===== src/rtl/fetch_pkg.sv =====
// Shared types and constants for the instruction fetch stage.
package fetch_pkg;

  localparam int unsigned INSTR_W          = 16;
  localparam int unsigned ADDR_W           = 32;
  localparam int unsigned RESET_PC_DEFAULT = 32;

  // Opcode prefix that marks an instruction followed by a 16-bit immediate word.
  localparam logic [1:0] TWO_WORD_PREFIX = 2'b11;

  typedef enum logic [1:0] {
    FETCH     = 2'd0,
    FETCH_IMM = 2'd1,
    VEC_HI    = 2'd2,
    VEC_LO    = 2'd3
  } fetch_state_e;

  // True when the word is the first half of a two-word instruction.
  function automatic logic is_two_word(input logic [INSTR_W-1:0] word);
    return word[INSTR_W-1 -: 2] == TWO_WORD_PREFIX;
  endfunction

endpackage


===== src/rtl/fetch_if.sv =====
// Instruction memory read port between the fetch unit (master) and memory (slave).
interface fetch_if #(
  parameter int unsigned ADDR_W  = 32,
  parameter int unsigned INSTR_W = 16
);

  logic [ADDR_W-1:0]  imem_address;
  logic               imem_CS;
  logic               imem_read;
  logic               imem_write;
  logic [INSTR_W-1:0] imem_readData;

  modport master (
    output imem_address,
    output imem_CS,
    output imem_read,
    output imem_write,
    input  imem_readData
  );

  modport slave (
    input  imem_address,
    input  imem_CS,
    input  imem_read,
    input  imem_write,
    output imem_readData
  );

endinterface


===== src/rtl/fetch_pc_reg.sv =====
// Program counter: redirect beats stall, stall beats vector load / increment.
module fetch_pc_reg #(
  parameter int unsigned       ADDR_W   = 32,
  parameter logic [ADDR_W-1:0] RESET_PC = ADDR_W'(32)
) (
  input  logic              clk,
  input  logic              rst_n,
  input  logic              branch_taken,
  input  logic [ADDR_W-1:0] branch_target,
  input  logic              stall,
  input  logic              load,
  input  logic [ADDR_W-1:0] load_pc,
  output logic [ADDR_W-1:0] pc
);

  // PC update; wraps modulo 2^ADDR_W
  always_ff @(posedge clk or negedge rst_n) begin
    if (!rst_n) begin
      pc <= RESET_PC;
    end else if (branch_taken) begin
      pc <= branch_target;
    end else if (!stall) begin
      pc <= load ? load_pc : pc + ADDR_W'(1);
    end
  end

endmodule


===== src/rtl/fetch_unit.sv =====
// Fetch stage: drives imem, assembles one/two-word instructions into IF/ID regs.
// Optional macro FETCH_RESET_VECTOR_EN: load the start PC from mem[0]/mem[1] after reset.
module fetch_unit #(
  parameter int unsigned       ADDR_W   = fetch_pkg::ADDR_W,
  parameter int unsigned       INSTR_W  = fetch_pkg::INSTR_W,
  parameter logic [ADDR_W-1:0] RESET_PC = ADDR_W'(fetch_pkg::RESET_PC_DEFAULT)
) (
  input  logic               clk,
  input  logic               rst_n,
  input  logic               stall,
  input  logic               branch_taken,
  input  logic [ADDR_W-1:0]  branch_target,
  fetch_if.master            bus,
  output logic [INSTR_W-1:0] instr_out,
  output logic [INSTR_W-1:0] imm_out,
  output logic [ADDR_W-1:0]  pc_out,
  output logic               valid_out
);

  import fetch_pkg::*;

  localparam logic [1:0] ST_FETCH     = 2'(FETCH);
  localparam logic [1:0] ST_FETCH_IMM = 2'(FETCH_IMM);
`ifdef FETCH_RESET_VECTOR_EN
  localparam logic [1:0] ST_VEC_HI    = 2'(VEC_HI);
  localparam logic [1:0] ST_VEC_LO    = 2'(VEC_LO);
  localparam logic [1:0] ST_RESET     = ST_VEC_HI;
  localparam logic [ADDR_W-1:0] PC_RESET_VAL = '0;
`else
  localparam logic [1:0] ST_RESET     = ST_FETCH;
  localparam logic [ADDR_W-1:0] PC_RESET_VAL = RESET_PC;
`endif

  logic [1:0]         state, state_n;
  logic [INSTR_W-1:0] hold, hold_n;
  logic [ADDR_W-1:0]  hold_pc, hold_pc_n;
  logic [INSTR_W-1:0] instr_n, imm_n;
  logic [ADDR_W-1:0]  pc_out_n;
  logic               valid_n;
  logic [ADDR_W-1:0]  pc;
  logic               vec_load;
  logic [ADDR_W-1:0]  vec_pc;
  logic [INSTR_W-1:0] word;

  assign word = bus.imem_readData;

  // Memory port: address follows PC, access suppressed in reset and stall
  assign bus.imem_address = pc;
  assign bus.imem_CS      = rst_n & ~stall;
  assign bus.imem_read    = rst_n & ~stall;
  assign bus.imem_write   = 1'b0;

`ifdef FETCH_RESET_VECTOR_EN
  assign vec_load = (state == ST_VEC_LO);
  assign vec_pc   = ADDR_W'({hold, word});
`else
  assign vec_load = 1'b0;
  assign vec_pc   = '0;
`endif

  fetch_pc_reg #(
    .ADDR_W   (ADDR_W),
    .RESET_PC (PC_RESET_VAL)
  ) u_pc (
    .clk           (clk),
    .rst_n         (rst_n),
    .branch_taken  (branch_taken),
    .branch_target (branch_target),
    .stall         (stall),
    .load          (vec_load),
    .load_pc       (vec_pc),
    .pc            (pc)
  );

  // FSM state, held first word and IF/ID output registers
  always_ff @(posedge clk or negedge rst_n) begin
    if (!rst_n) begin
      state     <= ST_RESET;
      hold      <= '0;
      hold_pc   <= '0;
      instr_out <= '0;
      imm_out   <= '0;
      pc_out    <= '0;
      valid_out <= 1'b0;
    end else begin
      state     <= state_n;
      hold      <= hold_n;
      hold_pc   <= hold_pc_n;
      instr_out <= instr_n;
      imm_out   <= imm_n;
      pc_out    <= pc_out_n;
      valid_out <= valid_n;
    end
  end

  // Next state and next register values; branch discards any held first word
  always_comb begin
    state_n   = state;
    hold_n    = hold;
    hold_pc_n = hold_pc;
    instr_n   = instr_out;
    imm_n     = imm_out;
    pc_out_n  = pc_out;
    valid_n   = valid_out;
    if (branch_taken) begin
      state_n = ST_FETCH;
      valid_n = 1'b0;
    end else if (!stall) begin
      case (state)
        ST_FETCH: begin
          if (is_two_word(word)) begin
            hold_n    = word;
            hold_pc_n = pc;
            valid_n   = 1'b0;
            state_n   = ST_FETCH_IMM;
          end else begin
            instr_n  = word;
            imm_n    = '0;
            pc_out_n = pc;
            valid_n  = 1'b1;
          end
        end
        ST_FETCH_IMM: begin
          instr_n  = hold;
          imm_n    = word;
          pc_out_n = hold_pc;
          valid_n  = 1'b1;
          state_n  = ST_FETCH;
        end
`ifdef FETCH_RESET_VECTOR_EN
        ST_VEC_HI: begin
          hold_n  = word;
          valid_n = 1'b0;
          state_n = ST_VEC_LO;
        end
        ST_VEC_LO: begin
          valid_n = 1'b0;
          state_n = ST_FETCH;
        end
`endif
        default: state_n = ST_FETCH;
      endcase
    end
  end

endmodule


===== src/flat_wrapper.sv =====
// flat-port wrapper written by rule: the top's interface ports become plain ports
module fetch_unit_flat import fetch_pkg::*;
#(
  parameter int unsigned       ADDR_W   = fetch_pkg::ADDR_W,
  parameter int unsigned       INSTR_W  = fetch_pkg::INSTR_W,
  parameter logic [ADDR_W-1:0] RESET_PC = ADDR_W'(fetch_pkg::RESET_PC_DEFAULT)
)
  (clk, rst_n, stall, branch_taken, branch_target, instr_out, imm_out, pc_out, valid_out, bus_imem_address, bus_imem_CS, bus_imem_read, bus_imem_write, bus_imem_readData);
  fetch_if #(.ADDR_W(ADDR_W), .INSTR_W(INSTR_W)) bus_i ();
  input  logic clk;
  input  logic rst_n;
  input  logic stall;
  input  logic branch_taken;
  input  logic [ADDR_W-1:0] branch_target;
  output logic [INSTR_W-1:0] instr_out;
  output logic [INSTR_W-1:0] imm_out;
  output logic [ADDR_W-1:0] pc_out;
  output logic valid_out;
  output wire logic [$bits(bus_i.imem_address)-1:0] bus_imem_address;
  output wire logic [$bits(bus_i.imem_CS)-1:0] bus_imem_CS;
  output wire logic [$bits(bus_i.imem_read)-1:0] bus_imem_read;
  output wire logic [$bits(bus_i.imem_write)-1:0] bus_imem_write;
  input wire logic [$bits(bus_i.imem_readData)-1:0] bus_imem_readData;
  assign bus_imem_address = bus_i.imem_address;
  assign bus_imem_CS = bus_i.imem_CS;
  assign bus_imem_read = bus_i.imem_read;
  assign bus_imem_write = bus_i.imem_write;
  assign bus_i.imem_readData = bus_imem_readData;
  fetch_unit #(.ADDR_W(ADDR_W), .INSTR_W(INSTR_W), .RESET_PC(RESET_PC)) u_core (.clk(clk), .rst_n(rst_n), .stall(stall), .branch_taken(branch_taken), .branch_target(branch_target), .bus(bus_i), .instr_out(instr_out), .imm_out(imm_out), .pc_out(pc_out), .valid_out(valid_out));
endmodule

===== config.mk =====
export PLATFORM = sky130hd
export DESIGN_NAME = fetch_unit_flat
export DESIGN_NICKNAME = d
export VERILOG_FILES = /design/src/rtl/fetch_pkg.sv /design/src/rtl/fetch_if.sv /design/src/rtl/fetch_pc_reg.sv /design/src/rtl/fetch_unit.sv /design/src/flat_wrapper.sv
export SDC_FILE = /design/constraint.sdc
export NUM_CORES = 1
export LEC_CHECK = 0
export CORE_MARGIN = 2
export CORE_UTILIZATION = 56
export DETAILED_ROUTE_END_ITERATION = 12
export PLACE_DENSITY = 0.91
export SYNTH_ARGS = -nofsm -noshare
export SYNTH_HDL_FRONTEND = slang
export SYNTH_HIERARCHICAL = 1
export SYNTH_SLANG_ARGS = --single-unit
export TNS_END_PERCENT = 50

===== constraint.sdc =====
create_clock -name clk -period 3.7 [get_ports clk]
set_input_delay 0.925 -clock clk [delete_from_list [all_inputs] [get_ports clk]]
set_output_delay 0.925 -clock clk [all_outputs]
set_load 0.02 [all_outputs]

==> results by group, run 1 <==
STA
  – Worst slew pin tran: 0.973 ns
  – Setup TNS Final: 0 ns
  – Crit share post-route: 78.3%
  – Unrepaired setup endpoints after global routing: no
  – Slew headroom: 35.2%
  – Final Slew Violations: 0
  – Final setup vio count: 0
  – Clock Skew: 0.00617 ns
  – Fin crit period: 2.90 ns
  – Maximum operating frequency: 345 MHz
  – Final hold violations: 0

Synth
  – Top-area cell type share of the netlist area: 49.8%
  – Post-synthesis instance area: 7280 um2
  – Synth area leaders: dfrtp_1 (50%), mux2i_1 (6.9%), mux2_2 (6.3%), a21oi_1 (5.6%), a31oi_1 (4.3%)
  – Yosys warning count: 6
  – Ys flop type: dfrtp_1
  – Area leader, netlist: dfrtp_1
  – Count leader, synth: dfrtp_1
  – Unique masters post-synth: 56
  – Post-synth EDFFs: 0
  – Average size of a mapped cell: 10.8 um2
  – Syn Inst Count: 676
  – Post-synth ARST share: 100%
  – Synth Register Bits: 146
  – Sequential element share of the synthesized area: 50.2%
  – Most frequent cells after synthesis: dfrtp_1 (145), a21oi_1 (81), a31oi_1 (50), mux2i_1 (50), mux2_2 (41)

Global routing
  – Largest net degree at the start of global routing: 78
  – First-pass GRT wire length: 31200 um
  – Initial antenna violation count: 0
  – Via count of the first global-routing pass: 6021
  – GRT Total Usage: 27.9%
  – GR Overflow Total: 0

Clock tree
  – Clock buffer depth: 2
  – Clock sinks: 146
  – Clock Root Buffer: clkbuf_16
  – CTS resizes: 0
  – CTS Buf Count: 17
  – Skew-Pair Late Insertion Delay: 0.41 ns
  – Clock transition at path regs: 0.06 ns
  – CTS tree: done
  – Setup repair bufs after CTS: 0
  – Hold buffers post-CTS: 0
  – H-tree depth: 4

Flow run
  – # Max-Cap Violations: 0

Worst setup path
  – CP startpoint kind: input pin
  – Critical-path top delay cell: clkdlybuf4s50_1
  – Critical Path Max Stage Delay: 0.62 ns
  – WP data arrival: 1.97 ns
  – Worst Path Required: 2.77 ns
  – Crit-path cells: buf_2 -> nor2b_1 -> clkdlybuf4s50_1
  – Crit path max fanout: 15
  – WP buf/inv: 2
  – Element type at the critical path end: output port
  – Delay-heaviest family, CP: buffers and inverters
  – CP Class: input pin to output port

Pwr
  – Pleak: 4.12 nW
  – VDD IR max: 0.000308 V
  – Power Density: 539 nW/um2

Placement
  – Routability Congestion: 0.848
  – I/O Buffers: 150
  – HPWL after detailed placement: 12500 um

Finish
  – Filler instances: 854
  – Layout cells sized above 1: 12.4%
  – Core Util, Final: 75.9%
  – N_diodes: 0
  – Area delta synth->final: 32.2%
  – Final Net Count: 889

Floorplan
  – Die area: 13900 um2
  – Die X-Extent: 118 um
  – Core Footprint: 12700 um2
  – Placement Rows: 41
  – Effective utilization at floorplan: 57.5%
  – I/O pin count: 152
  – Die height: 118 um

Detailed routing
  – Met3 WL post-DR: 1230 um
  – Residual DRC: 0
  – Top sig layer: met4
  – Wire length per cell: 18.8 um
  – Post-DRT Antenna Nets: 0
  – Met2 wirelength from detailed routing: 9730 um
  – M1 WL: 7990 um
  – Final wirelength: 19200 um
  – First DRT Iteration DRCs: 679
  – Vias per inst: 6.07
  – DRT Pass-1 Iters: 5
  – Vias: 6201

Outcome
  – Status: complete, no violations

Worst hold path
  – Worst Hold Class: flop to flop
-- flip-flops by register name, indices dropped and copies added, names as in the netlist --
register / flops
u_core/state: 1
u_core/u_pc/pc: 32
u_core/hold_pc: 32
u_core/imm_out: 16
u_core/valid_out: 1
u_core/pc_out: 32
u_core/hold: 16
u_core/instr_out: 16
-- area by class of cell --
cell class	count	area (um2)	area share [%]
Clock inverter	10	204	2.12
Sequential cell	146	3660	38.0
Inverter	7	26.3	0.273
Multi-Input combinational cell	500	3450	35.8
Tap cell	172	215	2.24
Clock buffer	22	464	4.82
Timing Repair Buffer	164	1610	16.7
-- per-layer routing --
metal  vias to the layer above  global-route usage (%)
li1                       2801                       -
met1                      3075                    37.6
met2                       301                    46.3
met3                        24                    4.65
met4                         0                    8.81
met5                         -                       0
-- where the power goes --
part	internal [mW]	leakage, nW	switching [mW]
combinational	0.557	2.04	0.577
sequential	1.88	1.75	0.239
clock	1.30	0.328	0.639
total	3.73	4.12	1.45
-- logic make-up after synthesis --
family          count (synthesis)  synth area share, %
simple gates                  143                 11.2
compound gates                200                 17.0
xor+xnor                       21                 2.53
buf+inv                        66                 4.55
flops                         146                 50.2
other cells                     1               0.0515
fa+ha+maj                       1                0.172
mux                            98                 14.3
-- worst register-to-register path, stage by stage, from the launching register on --
cell and delay [ns]:
dfrtp_1 0.53, ha_1 0.27, nand4_1 0.28, nor3_2 0.66
nand4_1 0.20, xor2_1 0.20, o221ai_1 0.14
-- placed cells by master (no fill, tap or decap), types with 16 or more instances in the layout --
| master | instances |
|---|---|
| conb_1 | 37 |
| nand2_1 | 40 |
| clkbuf_16 | 17 |
| dfrtp_1 | 144 |
| a21oi_1 | 81 |
| and3_1 | 35 |
| o221ai_1 | 20 |
| o21ai_0 | 16 |
| mux2i_1 | 50 |
| clkdlybuf4s50_1 | 147 |
| xor2_1 | 17 |
| a31oi_1 | 50 |
| mux2_2 | 41 |
-- metrics by stage --
| step | std cells | area [um2] | setup slack (ns) | total power [mW] | hold slack, ns |
|---|---|---|---|---|---|
| floorplan | 712 | 7420 | 1.27 | 2.70 | 0.429 |
| global placement | 989 | 8950 | 0.816 | 3.18 | 0.446 |
| detailed placement | 989 | 8950 | 0.796 | 3.25 | 0.450 |
| CTS | 1021 | 9620 | 0.805 | 5.20 | 0.465 |
| global route | 1021 | 9620 | 0.753 | 5.39 | 0.500 |
| finish | 1021 | 9620 | 0.801 | 5.19 | 0.467 |
-- path summary, 6_finish.rpt --
kind                                    from                 end  slack [ns]  cells past startpoint
setup reg to reg           u_core/u_pc/pc[0]  u_core/u_pc/pc[30]        1.25                      6
max in group asynchronous              rst_n   u_core/hold_pc[4]        1.47                      3
hold reg to reg              u_core/hold[14]     u_core/hold[14]        0.47                      1
setup / recovery                       stall       bus_imem_read        0.80                      3
hold / removal               u_core/hold[14]     u_core/hold[14]        0.47                      1
min in group asynchronous              rst_n  u_core/imm_out[10]        0.72                      2
(Power assumes the default switching activity.)
==> run 2, diff against run 1 <==
- CORE_UTILIZATION: 56 -> 47
- PLACE_DENSITY: 0.91 -> 0.82
- clock period: 3.7 -> 2.56 ns (I/O delays scaled with it)
==> results by group, run 2 (same netlist as run 1, synthesis figures left out) <==
Outcome
  – Status: complete, no violations

Finish
  – Finished Layout Cells: 1040
  – Layout cells sized above 1: 12.9%
  – Commonest non-fill, non-tap cells in the layout: clkdlybuf4s50_1 (147), dfrtp_1 (144), a21oi_1 (81)
  – N_diodes: 0
  – Largest registers: u_core/hold_pc (32), u_core/pc_out (32), u_core/u_pc/pc (32)
  – Area delta synth->final: 32.5%
  – Core Util, Final: 63.7%
  – Final Net Count: 893
  – Most common cell after layout, fill and taps aside: clkdlybuf4s50_1
  – Fin area: 9650 um2

Pwr
  – Pleak: 4.11 nW
  – Switching pwr: 2.08 mW
  – Net Sw Frac: 28.9%
  – Clock share of power: 35.2%
  – Comb pwr share: 22.6%
  – Sequential share of power: 42.1%
  – VDD IR max: 0.000493 V
  – Power Density: 746 nW/um2
  – Overall power: 7.20 mW
  – Internal power: 5.12 mW

Flow run
  – # Max-Cap Violations: 0

Floorplan
  – Core Footprint: 15100 um2
  – Die area: 16500 um2
  – I/O pin count: 152
  – Effective utilization at floorplan: 48.1%
  – Die X-Extent: 128 um
  – Placement Rows: 45
  – Die height: 128 um

Worst setup path
  – CP Class: flop to output port
  – Element type at the critical path end: output port
  – Critical-path top delay cell: clkdlybuf4s50_1
  – CP startpoint kind: flop
  – WP buf/inv: 1
  – WP data arrival: 1.68 ns
  – Crit path max fanout: 9
  – Crit-path cells: clkdlybuf4s50_1
  – Worst Path Required: 1.92 ns
  – Critical Path Max Stage Delay: 0.69 ns
  – Delay-heaviest family, CP: buffers and inverters

Clock tree
  – Clock sinks: 146
  – Setup repair bufs after CTS: 0
  – CTS Buf Count: 17
  – CTS resizes: 0
  – Clock transition at path regs: 0.06 ns
  – Hold buffers post-CTS: 0
  – Skew-Pair Late Insertion Delay: 0.42 ns
  – H-tree depth: 4
  – Clock Root Buffer: clkbuf_16
  – CTS tree: done
  – Clock buffer depth: 2

Detailed routing
  – Vias per inst: 5.72
  – Final wirelength: 18500 um
  – First DRT Iteration DRCs: 475
  – DRT Pass-1 Iters: 5
  – Residual DRC: 0
  – Met2 wirelength from detailed routing: 8450 um
  – Vias: 5950
  – Top sig layer: met4
  – Met3 WL post-DR: 1210 um
  – Wire length per cell: 17.8 um
  – Post-DRT Antenna Nets: 0
  – M1 WL: 8500 um

Placement
  – Placed inst area: 9040 um2
  – I/O Buffers: 150
  – Routability Congestion: 0.828
  – HPWL after detailed placement: 12200 um
  – Placed Instances: 1009

STA
  – Fin crit period: 2.32 ns
  – Final Slew Violations: 0
  – Final setup vio count: 0
  – Final hold violations: 0
  – Setup TNS Final: 0 ns
  – Slew headroom: 36.7%
  – Crit share post-route: 90.5%
  – Worst slew pin tran: 0.949 ns
  – Unrepaired setup endpoints after global routing: no
  – Clock Skew: 0.00674 ns
  – Maximum operating frequency: 432 MHz

Global routing
  – Largest net degree at the start of global routing: 147
  – GR Overflow Total: 0
  – GRT Total Usage: 23.5%
  – Via count of the first global-routing pass: 5801
  – First-pass GRT wire length: 30400 um
  – Initial antenna violation count: 0

Worst hold path
  – Worst Hold Class: input pin to async pin
## run 2: changes by cell type in the layout (fill, tap and decap cells not counted)
cell / delta
clkinvlp_4: +3
clkinv_4: -1
dfrtp_4: +1
bufinv_16: -3
clkbuf_8: +1
buf_12: +3
buf_4: +1
dfrtp_2: -1
clkbuf_1: -2
clkinv_2: +1
## run 2: metrics by stage
stage,hold slack [ns],setup WS [ns]
CTS,0.401,0.233
floorplan,0.344,0.595
global route,0.420,0.174
detailed placement,0.455,0.209
global placement,0.444,0.274
finish,0.298,0.244
## run 2: path summary, 6_finish.rpt
check | start | to | slack (ns) | depth (start not counted)
setup / recovery | u_core/u_pc/pc[11] | bus_imem_address[11] | 0.24 | 1
hold / removal | rst_n | u_core/instr_out[12] | 0.30 | 2
setup reg to reg | u_core/u_pc/pc[0] | u_core/u_pc/pc[18] | 0.46 | 7
hold reg to reg | u_core/hold[14] | u_core/hold[14] | 0.47 | 1
max in group asynchronous | rst_n | u_core/imm_out[5] | 1.59 | 2
min in group clk | u_core/hold[14] | u_core/hold[14] | 0.47 | 1
## run 2: routing by layer
layer,global-route usage (%),vias up
met1,33.6,2882
met4,9.31,0
met3,5.20,28
li1,-,2804
met5,0,-
met2,34.9,236
## run 2: power by group through the flow
| stage | Combinational [mW] | Clock (mW) | Sequential [mW] |
|---|---|---|---|
| 6_report | 1.63 | 2.54 | 3.03 |
| 5_1_grt | 1.76 | 2.69 | 3.09 |
| 4_1_cts | 1.63 | 2.58 | 3.03 |
| 3_5_place_dp | 1.62 | 0 | 3.07 |
| 3_3_place_gp | 1.58 | 0 | 3.05 |
| 2_1_floorplan | 0.649 | 0 | 3.25 |
## run 2: final cells by class
cell class,count,area (um2)
clock buffers,21,470
clock inverters,10,133
fillers,1236,5500
inverters,7,26.3
multi-input cells,500,3450
flip-flops and latches,146,3660
well taps,188,235
repair buffers,168,1680
